**config.mk**
```make
export PLATFORM = sky130hd
export DESIGN_NAME = output_port_vc_credit_ctrl
export DESIGN_NICKNAME = d
export VERILOG_FILES = /design/src/rtl/output_port_vc_credit_ctrl.sv
export SDC_FILE = /design/constraint.sdc
export NUM_CORES = 1
export LEC_CHECK = 0
export ABC_AREA = 1
export CORE_MARGIN = 2
export CORE_UTILIZATION = 59
export CTS_BUF_LIST = sky130_fd_sc_hd__clkbuf_16
export DETAILED_ROUTE_END_ITERATION = 10
export PLACE_DENSITY = 0.89
export SYNTH_ARGS = -nofsm -noshare
export SYNTH_HDL_FRONTEND = slang
export SYNTH_SLANG_ARGS = --single-unit
```
**constraint.sdc**
```tcl
create_clock -name clk -period 5.08 [get_ports clk]
set_clock_uncertainty 0.2 [all_clocks]
set_input_delay 0.508 -clock clk [delete_from_list [all_inputs] [get_ports clk]]
set_output_delay 0.508 -clock clk [all_outputs]
set_load 0.005 [all_outputs]
```
**src/rtl/output_port_vc_credit_ctrl.sv**
```systemverilog
// ---------------------------------------------------------------------------
// output_port_vc_credit_ctrl
//
// Purpose:
//   Owns the downstream VCs behind one output port. Each VC has a credit
//   counter (free downstream slots) and an allocation state machine
//   (IDLE / ALLOC / ACTIVE). Head flits asking for a VC are granted an idle
//   VC with credit, picked round-robin. Departing flits debit credits and
//   drive the per-VC state; downstream credit returns re-credit.
//
// Handshake:
//   There is no back-pressure. vc_alloc_req_i is a one-cycle request and
//   vc_alloc_gnt_o answers it combinationally in the same cycle.
//   flit_sent_vld_i and credit_ret_vld_i are one-cycle event strobes, each
//   qualifying its own id and flag inputs.
//
// Ports:
//   clk, rstn               clock, asynchronous active-low reset
//   vc_alloc_req_i          head flit wants a downstream VC
//   vc_alloc_gnt_o          grant this cycle (combinational)
//   vc_alloc_vc_id_o        granted VC id, 0 when there is no grant
//   flit_sent_*_i           flit leaving the port: valid, VC id, head, tail
//   credit_ret_*_i          downstream freed one slot: valid, VC id
//   vc_credit_avail_o       per-VC credit count > 0
//   vc_idle_o               per-VC state is IDLE
//   err_underflow_o         sticky: flit sent on a VC with zero credits
//   err_overflow_o          sticky: credit returned to a full counter
//   err_protocol_o          sticky: send on an IDLE VC, or head on ACTIVE
// ---------------------------------------------------------------------------
module output_port_vc_credit_ctrl #(
   parameter int OUTPUT_VC_NUM = 4,
   parameter int VC_DEPTH      = 4,
   parameter int VC_ID_W       = (OUTPUT_VC_NUM > 1) ? $clog2(OUTPUT_VC_NUM) : 1,
   parameter int CREDIT_W      = $clog2(VC_DEPTH + 1)
) (
   input  logic                     clk,
   input  logic                     rstn,
   input  logic                     vc_alloc_req_i,
   output logic                     vc_alloc_gnt_o,
   output logic [VC_ID_W-1:0]       vc_alloc_vc_id_o,
   input  logic                     flit_sent_vld_i,
   input  logic [VC_ID_W-1:0]       flit_sent_vc_id_i,
   input  logic                     flit_sent_head_i,
   input  logic                     flit_sent_tail_i,
   input  logic                     credit_ret_vld_i,
   input  logic [VC_ID_W-1:0]       credit_ret_vc_id_i,
   output logic [OUTPUT_VC_NUM-1:0] vc_credit_avail_o,
   output logic [OUTPUT_VC_NUM-1:0] vc_idle_o,
   output logic                     err_underflow_o,
   output logic                     err_overflow_o,
   output logic                     err_protocol_o
);

   typedef enum logic [1:0] {
      VC_IDLE   = 2'd0,
      VC_ALLOC  = 2'd1,
      VC_ACTIVE = 2'd2
   } vc_state_e;

   localparam logic [CREDIT_W-1:0] CREDIT_FULL = CREDIT_W'(VC_DEPTH);
   localparam logic [VC_ID_W-1:0]  LAST_VC     = VC_ID_W'(OUTPUT_VC_NUM - 1);

   vc_state_e           state_q  [OUTPUT_VC_NUM];
   vc_state_e           state_d  [OUTPUT_VC_NUM];
   logic [CREDIT_W-1:0] credit_q [OUTPUT_VC_NUM];
   logic [CREDIT_W-1:0] credit_d [OUTPUT_VC_NUM];
   logic [VC_ID_W-1:0]  rr_ptr_q, rr_ptr_d;
   logic                err_underflow_q, err_underflow_d;
   logic                err_overflow_q,  err_overflow_d;
   logic                err_protocol_q,  err_protocol_d;

   logic [OUTPUT_VC_NUM-1:0] eligible;
   logic [OUTPUT_VC_NUM-1:0] send_hit;
   logic [OUTPUT_VC_NUM-1:0] ret_hit;
   logic [OUTPUT_VC_NUM-1:0] gnt_hit;
   logic                     gnt_found;
   logic [VC_ID_W-1:0]       gnt_id;
   logic                     gnt;

   // Per-VC decode of the event strobes. Eligibility uses registered state
   // and credit only, so a tail or a credit return takes effect next cycle.
   always_comb begin
      for (int v = 0; v < OUTPUT_VC_NUM; v++) begin
         send_hit[v] = flit_sent_vld_i  && (flit_sent_vc_id_i  == VC_ID_W'(v));
         ret_hit[v]  = credit_ret_vld_i && (credit_ret_vc_id_i == VC_ID_W'(v));
         eligible[v] = (state_q[v] == VC_IDLE) && (credit_q[v] != '0);
      end
   end

   // Round-robin pick: first eligible VC at or after rr_ptr, wrapping.
   always_comb begin
      logic [VC_ID_W-1:0] idx;
      gnt_found = 1'b0;
      gnt_id    = '0;
      idx       = '0;
      for (int i = 0; i < OUTPUT_VC_NUM; i++) begin
         idx = VC_ID_W'((int'(rr_ptr_q) + i) % OUTPUT_VC_NUM);
         if (!gnt_found && eligible[idx]) begin
            gnt_found = 1'b1;
            gnt_id    = idx;
         end
      end
   end

   assign gnt = vc_alloc_req_i && gnt_found;

   always_comb begin
      gnt_hit = '0;
      if (gnt) begin
         gnt_hit[gnt_id] = 1'b1;
      end
   end

   always_comb begin
      rr_ptr_d = rr_ptr_q;
      if (gnt) begin
         rr_ptr_d = (gnt_id == LAST_VC) ? '0 : gnt_id + VC_ID_W'(1);
      end
   end

   // ------------------------------------------------------------------
   // State register
   // ------------------------------------------------------------------
   always_ff @(posedge clk or negedge rstn) begin
      if (!rstn) begin
         for (int v = 0; v < OUTPUT_VC_NUM; v++) begin
            state_q[v]  <= VC_IDLE;
            credit_q[v] <= CREDIT_FULL;
         end
         rr_ptr_q        <= '0;
         err_underflow_q <= 1'b0;
         err_overflow_q  <= 1'b0;
         err_protocol_q  <= 1'b0;
      end else begin
         for (int v = 0; v < OUTPUT_VC_NUM; v++) begin
            state_q[v]  <= state_d[v];
            credit_q[v] <= credit_d[v];
         end
         rr_ptr_q        <= rr_ptr_d;
         err_underflow_q <= err_underflow_d;
         err_overflow_q  <= err_overflow_d;
         err_protocol_q  <= err_protocol_d;
      end
   end

   // ------------------------------------------------------------------
   // Next-state logic: per-VC FSM, credit counters, sticky errors
   // ------------------------------------------------------------------
   always_comb begin
      vc_state_e eff_state;
      err_underflow_d = err_underflow_q;
      err_overflow_d  = err_overflow_q;
      err_protocol_d  = err_protocol_q;
      eff_state       = VC_IDLE;
      for (int v = 0; v < OUTPUT_VC_NUM; v++) begin
         state_d[v]  = state_q[v];
         credit_d[v] = credit_q[v];

         // A VC granted this cycle already counts as ALLOC, so its head
         // flit may leave in the same cycle as the grant.
         eff_state = gnt_hit[v] ? VC_ALLOC : state_q[v];
         state_d[v] = eff_state;

         if (send_hit[v]) begin
            unique case (eff_state)
               VC_IDLE: begin
                  err_protocol_d = 1'b1;
               end
               VC_ALLOC: begin
                  if (flit_sent_head_i) begin
                     state_d[v] = flit_sent_tail_i ? VC_IDLE : VC_ACTIVE;
                  end
               end
               VC_ACTIVE: begin
                  if (flit_sent_head_i) begin
                     err_protocol_d = 1'b1;
                  end else if (flit_sent_tail_i) begin
                     state_d[v] = VC_IDLE;
                  end
               end
               default: begin
                  state_d[v] = VC_IDLE;
               end
            endcase
         end

         // Same-VC send and return cancel out and cannot raise an error.
         if (send_hit[v] && !ret_hit[v]) begin
            if (credit_q[v] == '0) begin
               err_underflow_d = 1'b1;
            end else begin
               credit_d[v] = credit_q[v] - CREDIT_W'(1);
            end
         end else if (ret_hit[v] && !send_hit[v]) begin
            if (credit_q[v] == CREDIT_FULL) begin
               err_overflow_d = 1'b1;
            end else begin
               credit_d[v] = credit_q[v] + CREDIT_W'(1);
            end
         end
      end
   end

   // ------------------------------------------------------------------
   // Output logic
   // ------------------------------------------------------------------
   always_comb begin
      for (int v = 0; v < OUTPUT_VC_NUM; v++) begin
         vc_idle_o[v]         = (state_q[v] == VC_IDLE);
         vc_credit_avail_o[v] = (credit_q[v] != '0);
      end
      vc_alloc_gnt_o   = gnt;
      vc_alloc_vc_id_o = gnt ? gnt_id : '0;
      err_underflow_o  = err_underflow_q;
      err_overflow_o   = err_overflow_q;
      err_protocol_o   = err_protocol_q;
   end

endmodule

```
==> results of run 1 <==
per-stage QoR:
step,hold WS (ns),instances,cell area (um2),total power (W)
3_5_place_dp,0.282,318,2210,0.00136
2_1_floorplan,0.0124,249,1910,0.00107
5_1_grt,0.330,322,2290,0.00171
4_1_cts,0.294,322,2290,0.00156
3_3_place_gp,0.277,318,2210,0.00132
6_report,0.292,322,2290,0.00157
cell type report:
type                       count  area (um2)
clock inverter                 1        7.51
timing repair buffer          25         248
fill                         232         783
multi-input combinational    177        1100
inverter                      47         176
tap                           44        55.1
clock buffer                   3        75.1
sequential                    25         631
synth_stat cells:
library cell	instances
inv_1	45
nand2_1	38
nand3_1	30
nor2_1	25
dfrtp_1	21
a21oi_1	13
nor3_1	13
ha_1	12
xor2_1	9
nand3_2	6
dfstp_2	4
fa_1	4
mux2i_1	4
nand2_2	4
o21ai_0	4
or2_2	4
nor4_1	3
a21boi_2	1
a221oi_1	1
clkinv_1	1
inv_2	1
nand4_1	1
nand4_4	1
nor2_2	1
o21ai_4	1
o221ai_1	1
xnor2_1	1
metal layers:
metal	track usage, %	vias up	wire length [um]
li1	-	865	-
met1	34.3	834	1860
met2	48.1	64	2320
met3	4.26	14	241
met4	9.63	0	96
met5	0	-	0
cells by family after synthesis:
logic type      share of synthesized area, %
simple gates                            32.2
buf+inv                                 9.24
flops                                   33.0
compound gates                          6.82
fa+ha+maj                               12.1
xor+xnor                                4.59
mux                                     2.10
path summary, 6_finish.rpt:
kind                                              start                       end  slack (ns)
max in group asynchronous                          rstn  credit_q[11]$_DFFE_PN1P_        3.98
worst max-delay path            credit_q[2]$_DFFE_PN1P_       vc_alloc_vc_id_o[1]        1.74
worst max register to register  credit_q[2]$_DFFE_PN1P_      state_q[3]$_DFF_PN0_        2.21
min in group asynchronous                          rstn   credit_q[7]$_DFFE_PN0P_        0.40
worst min register to register  credit_q[3]$_DFFE_PN0P_   credit_q[3]$_DFFE_PN0P_        0.29
worst min-delay path            credit_q[3]$_DFFE_PN0P_   credit_q[3]$_DFFE_PN0P_        0.29
state kept, by name, indices dropped and copies added, names as in the netlist:
signal           flops
credit_q            12
err_overflow_o       1
err_protocol_o       1
err_underflow_o      1
rr_ptr_q             2
state_q              8
worst register-to-register path, stage by stage (launching register included):
cell	delay, ns
dfstp_2	0.52
inv_1	0.07
nand2_1	0.22
nand3_1	0.16
nand3_1	0.12
nand2_1	0.10
inv_1	0.12
a21boi_2	0.07
xor2_1	0.16
nor2_1	0.20
inv_1	0.10
ha_1	0.21
nand3_2	0.11
nand2_1	0.12
nand2_1	0.10
nand3_1	0.07
nand2_1	0.09
nor2_1	0.04
report_power, final:
| part | internal [W] | total, W | leakage [nW] | switching, W |
|---|---|---|---|---|
| Sequential | 0.000309 | 0.000386 | 0.283 | 0.0000778 |
| Combinational | 0.000400 | 0.000999 | 0.756 | 0.000599 |
| Clock | 0.000107 | 0.000184 | 0.0371 | 0.0000769 |
==> impl_metrics.py, run 1 <==
metrics = {
    "routing": {
        "vias": 1777,
        "wl_per_cell_um": 14.0,
        "drc": 0,
        "drtPass1Iterations": 4,
        "drtIter0Drc": 104,
        "ant_nets": 0,
        "routed_wl_mm": 4.52,
        "avgViaCountPerCell": 5.52,
    },
    "floorplan": {
        "row_count": 20,
        "io_pins": 25,
        "core_area_mm2": 0.00308,
        "die_h_um": 60.9,
        "start_util_pct": 62.0,
        "fp.dieW_um": 60.9,
        "dieArea_mm2": 0.00371,
    },
    "clocking": {
        "htree_num_levels": 1,
        "cts_resized": 0,
        "numCtsBuffers": 3,
        "clkTransAtPathRegs_ns": 0.07,
        "root_buffer": "clkbuf_16",
        "cts_setup_buffers": 0,
        "clock-sinks": 25,
        "cts_tree": "yes",
        "holdBufCountCts": 0,
        "clk_latency_ns": 0.27,
        "clockBufferDepth": 2,
    },
    "synth": {
        "synthesis.nets": 276,
        "synthTopCellsByArea": "dfrtp_1, inv_1, ha_1, nand3_1, nand2_1",
        "synthCells": 249,
        "ys_ff_latch": 25,
        "synthesis.area_mm2": 0.00191,
        "synth_warnings": 0,
        "avgSynthCellArea_um2": 7.67,
        "netlist.area_leader.share_pct": 27.5,
        "ys_types": 27,
        "synth_area_leader_cell": "dfrtp_1",
        "yosysSeqAreaShare_pct": 33.0,
    },
    "global_routing": {
        "track_usage_pct": 27.4,
        "grt_pass1_vias": 1752,
        "grt_max_degree": 26,
        "grt_pass1_wl_mm": 7.56,
        "antenna_found_initial": 0,
        "overflow": 0,
    },
    "place": {
        "hpwl_mm": 3.38,
        "pre_cts_ws_ns": 1.99,
        "gp_congestion": 0.875,
        "portBuffers": 24,
    },
    "timing": {
        "worst_pin_slew_ns": 0.581,
        "period_needed_ns": 3.34,
        "max_slew_margin_pct": 61.0,
        "min_period_over_period_pct": 65.7,
        "hold_violations": 0,
        "rsz0062_at_grt": "no",
        "worst_slack_ns": 1.74,
        "fin_setup_tns_ns": 0,
        "slew_viol_final": 0,
        "setup_violations": 0,
        "clock.fmax_ghz": 0.300,
    },
    "setup_path": {
        "worst-path-max-fanout": 5,
        "path_cells": "inv_1, nand2_1, nand3_1, nand3_1, nand2_1, inv_1, nand3_1, nand3_1, o21ai_0, nand2_1, inv_1, nor2_1, clkdlybuf4s50_1",
        "worstPathArrival_ns": 2.63,
        "critPathKind": "reg2out",
        "crit_slowest_cell": "dfstp_2",
        "startpoint_type": "flip-flop",
        "rr_worst_depth": 17,
        "path_buf_inv": 4,
        "end_kind": "primary output",
        "max_stage_delay_ns": 0.52,
        "crit_top_cell": "nand3_1",
        "path_depth": 13,
        "worstPathRequired_ns": 4.37,
        "crit_family": "simple AND/OR/NAND/NOR gates",
    },
    "cells_and_area": {
        "nNetsFinal": 306,
        "area_growth_pct": 20.2,
        "diodes": 0,
        "layout_common_cells": "inv_1, nand2_1, nand3_1",
        "final_util_pct": 74.6,
        "drive_above_1_share_pct": 10.1,
        "layout_commonest_cell": "inv_1",
    },
    "pwr": {
        "total_leakage_power_nw": 1.08,
        "powerDensity_mw_per_mm2": 684,
        "peakVddDrop_mv": 0.329,
    },
    "run": {
        "drv_cap": 0,
    },
    "hold_path": {
        "worstHoldPathType": "reg2reg",
        "holdPathStages": 1,
    },
    "run_status": {
        "outcome": "finished clean",
    },
}
(Power assumes the default switching activity.)
==> inputs of run 2 (changes only) <==
--- a/config.mk
+++ b/config.mk
@@ -7,10 +7,10 @@
 export LEC_CHECK = 0
 export ABC_AREA = 1
 export CORE_MARGIN = 2
-export CORE_UTILIZATION = 59
+export CORE_UTILIZATION = 55
 export CTS_BUF_LIST = sky130_fd_sc_hd__clkbuf_16
 export DETAILED_ROUTE_END_ITERATION = 10
-export PLACE_DENSITY = 0.89
+export PLACE_DENSITY = 0.84
 export SYNTH_ARGS = -nofsm -noshare
 export SYNTH_HDL_FRONTEND = slang
 export SYNTH_SLANG_ARGS = --single-unit
==> constraint.sdc (replaced) <==
create_clock -name clk -period 3.45 [get_ports clk]
set_clock_uncertainty 0.2 [all_clocks]
set_input_delay 0.345 -clock clk [delete_from_list [all_inputs] [get_ports clk]]
set_output_delay 0.345 -clock clk [all_outputs]
set_load 0.005 [all_outputs]
==> run 2 against run 1 <==
Cell area stayed put. Critical path depth stayed put. Global-route usage shrank 4.5 points. Die area is 6.8% higher. Highest routed layer unchanged. Cell count increased by 0.62%. Utilization is 5.8 points lower. Clock-buffer cell count stayed put. Total power is 43% higher. Clock power grew 40%.
==> impl_metrics.py, run 2 (synthesized netlist as in run 1, its figures left out) <==
metrics = {
    "clocking": {
        "holdBufCountCts": 0,
        "cts_tree": "yes",
        "htree_num_levels": 1,
        "clk_latency_ns": 0.26,
        "cts_resized": 0,
        "clock-sinks": 25,
        "clockBufferDepth": 2,
        "numCtsBuffers": 3,
        "root_buffer": "clkbuf_16",
        "cts_setup_buffers": 0,
        "clkTransAtPathRegs_ns": 0.06,
    },
    "setup_path": {
        "max_stage_delay_ns": 0.52,
        "crit_family": "simple AND/OR/NAND/NOR gates",
        "critPathKind": "reg2out",
        "worst-path-max-fanout": 5,
        "crit_top_cell": "nand3_1",
        "path_buf_inv": 4,
        "startpoint_type": "flip-flop",
        "worstPathRequired_ns": 2.90,
        "path_cells": "inv_1, nand2_1, nand3_1, nand3_1, nand2_1, inv_1, nand3_1, nand3_1, o21ai_0, nand2_1, inv_1, nor2_1, clkdlybuf4s50_1",
        "crit_slowest_cell": "dfstp_2",
        "worstPathArrival_ns": 2.52,
        "end_kind": "primary output",
        "rrSetupSlack_ns": 0.69,
    },
    "cells_and_area": {
        "layout_commonest_cell": "inv_1",
        "layout_common_cells": "inv_1, nand2_1, nand3_1",
        "diodes": 0,
        "nNetsFinal": 306,
        "largest_reg_flops": 12,
        "top_regs": "credit_q: 12 flops, state_q: 8 flops, rr_ptr_q: 2 flops",
        "final_util_pct": 68.8,
        "drive_above_1_share_pct": 10.1,
        "area_growth_pct": 20.2,
        "regMostFlops": "credit_q",
    },
    "global_routing": {
        "grt_max_degree": 26,
        "antenna_found_initial": 0,
        "track_usage_pct": 23.0,
        "overflow": 0,
        "grt_pass1_wl_mm": 7.20,
        "grt_pass1_vias": 1643,
    },
    "routing": {
        "routed_wl_mm": 4.00,
        "maxUsedRoutingLayer": "met4",
        "drc": 0,
        "wl_met2_mm": 1.90,
        "vias": 1655,
        "wl_per_cell_um": 12.3,
        "drtIter0Drc": 73,
        "drtPass1Iterations": 4,
        "route.layer.met1.wl_mm": 1.89,
        "ant_nets": 0,
        "avgViaCountPerCell": 5.11,
        "wl_met3_um": 169,
    },
    "pwr": {
        "p_seq_share_pct": 25.2,
        "powerDensity_mw_per_mm2": 979,
        "power_frac_comb_pct": 63.3,
        "internal_power_w": 0.00120,
        "p_sw_w": 0.00105,
        "peakVddDrop_mv": 0.569,
        "p_clk_share_pct": 11.5,
        "p_sw_share_pct": 46.8,
        "total_leakage_power_nw": 1.08,
        "fin_total_pwr_w": 0.00225,
    },
    "timing": {
        "setup_violations": 0,
        "rsz0062_at_grt": "no",
        "fin_setup_tns_ns": 0,
        "period_needed_ns": 3.07,
        "hold_ws_ns": 0.247,
        "clock.fmax_ghz": 0.326,
        "worst_pin_slew_ns": 0.581,
        "min_period_over_period_pct": 89.0,
        "max_slew_margin_pct": 61.0,
        "hold_violations": 0,
        "slew_viol_final": 0,
    },
    "floorplan": {
        "dieArea_mm2": 0.00396,
        "row_count": 21,
        "die_h_um": 62.9,
        "io_pins": 25,
        "start_util_pct": 57.2,
        "core_area_mm2": 0.00334,
        "fp.dieW_um": 62.9,
    },
    "place": {
        "hpwl_mm": 3.20,
        "gp_congestion": 0.851,
        "portBuffers": 24,
    },
    "run": {
        "drv_cap": 0,
    },
    "run_status": {
        "outcome": "finished clean",
    },
    "hold_path": {
        "worstHoldPathType": "in2async",
    },
}
run 2: worst paths after layout:
kind | from | endpoint | cells after the start
max | credit_q[8]$_DFFE_PN1P_ | vc_alloc_vc_id_o[1] | 13
min | rstn | credit_q[7]$_DFFE_PN0P_ | 2
max reg2reg | credit_q[8]$_DFFE_PN1P_ | state_q[3]$_DFF_PN0_ | 16
min reg2reg | credit_q[3]$_DFFE_PN0P_ | credit_q[3]$_DFFE_PN0P_ | 1
max in group asynchronous | rstn | credit_q[11]$_DFFE_PN1P_ | 2
min in group clk | credit_q[3]$_DFFE_PN0P_ | credit_q[3]$_DFFE_PN0P_ | 1
run 2: power groups by stage:
stage	clock, W	sequential, W	combinational, W
final	0.000258	0.000566	0.00142
after global placement	0	0.000567	0.00138
after CTS	0.000264	0.000565	0.00143
after global routing	0.000275	0.000587	0.00163
after detailed placement	0	0.000568	0.00142
after floorplan	0	0.000540	0.00104
run 2: layout make-up:
| cell class | count | area, um2 |
|---|---|---|
| clock inverters | 1 | 5.00 |
| repair buffers | 25 | 248 |
| inverters | 47 | 176 |
| flip-flops and latches | 25 | 631 |
| multi-input cells | 177 | 1100 |
| fillers | 279 | 1040 |
| clock buffers | 3 | 75.1 |
| well taps | 46 | 57.6 |
run 2: per-stage QoR:
| stage | setup WS (ns) | instances | area (um2) |
|---|---|---|---|
| floorplan | 1.01 | 249 | 1910 |
| global placement | 0.614 | 320 | 2210 |
| detailed placement | 0.539 | 320 | 2210 |
| CTS | 0.388 | 324 | 2290 |
| global route | 0.117 | 324 | 2290 |
| finish | 0.381 | 324 | 2290 |
run 2: metal layers:
metal,vias to the layer above,GRT usage [%]
met4,0,8.06
li1,861,-
met5,-,0
met3,4,3.06
met1,745,30.2
met2,45,38.7
run 2: worst reg2reg max path: stages, from the launching register on:
cell and delay (ns):
dfstp_2 0.52, inv_1 0.06, nand2_1 0.19, nand3_1 0.14
nand3_1 0.15, o21ai_4 0.10, a21boi_2 0.17, xor2_1 0.15
nor2_1 0.21, inv_1 0.10, ha_1 0.22, nand3_2 0.10
nand2_1 0.10, nand2_1 0.08, nand3_1 0.06, nand2_1 0.08
nor2_1 0.04
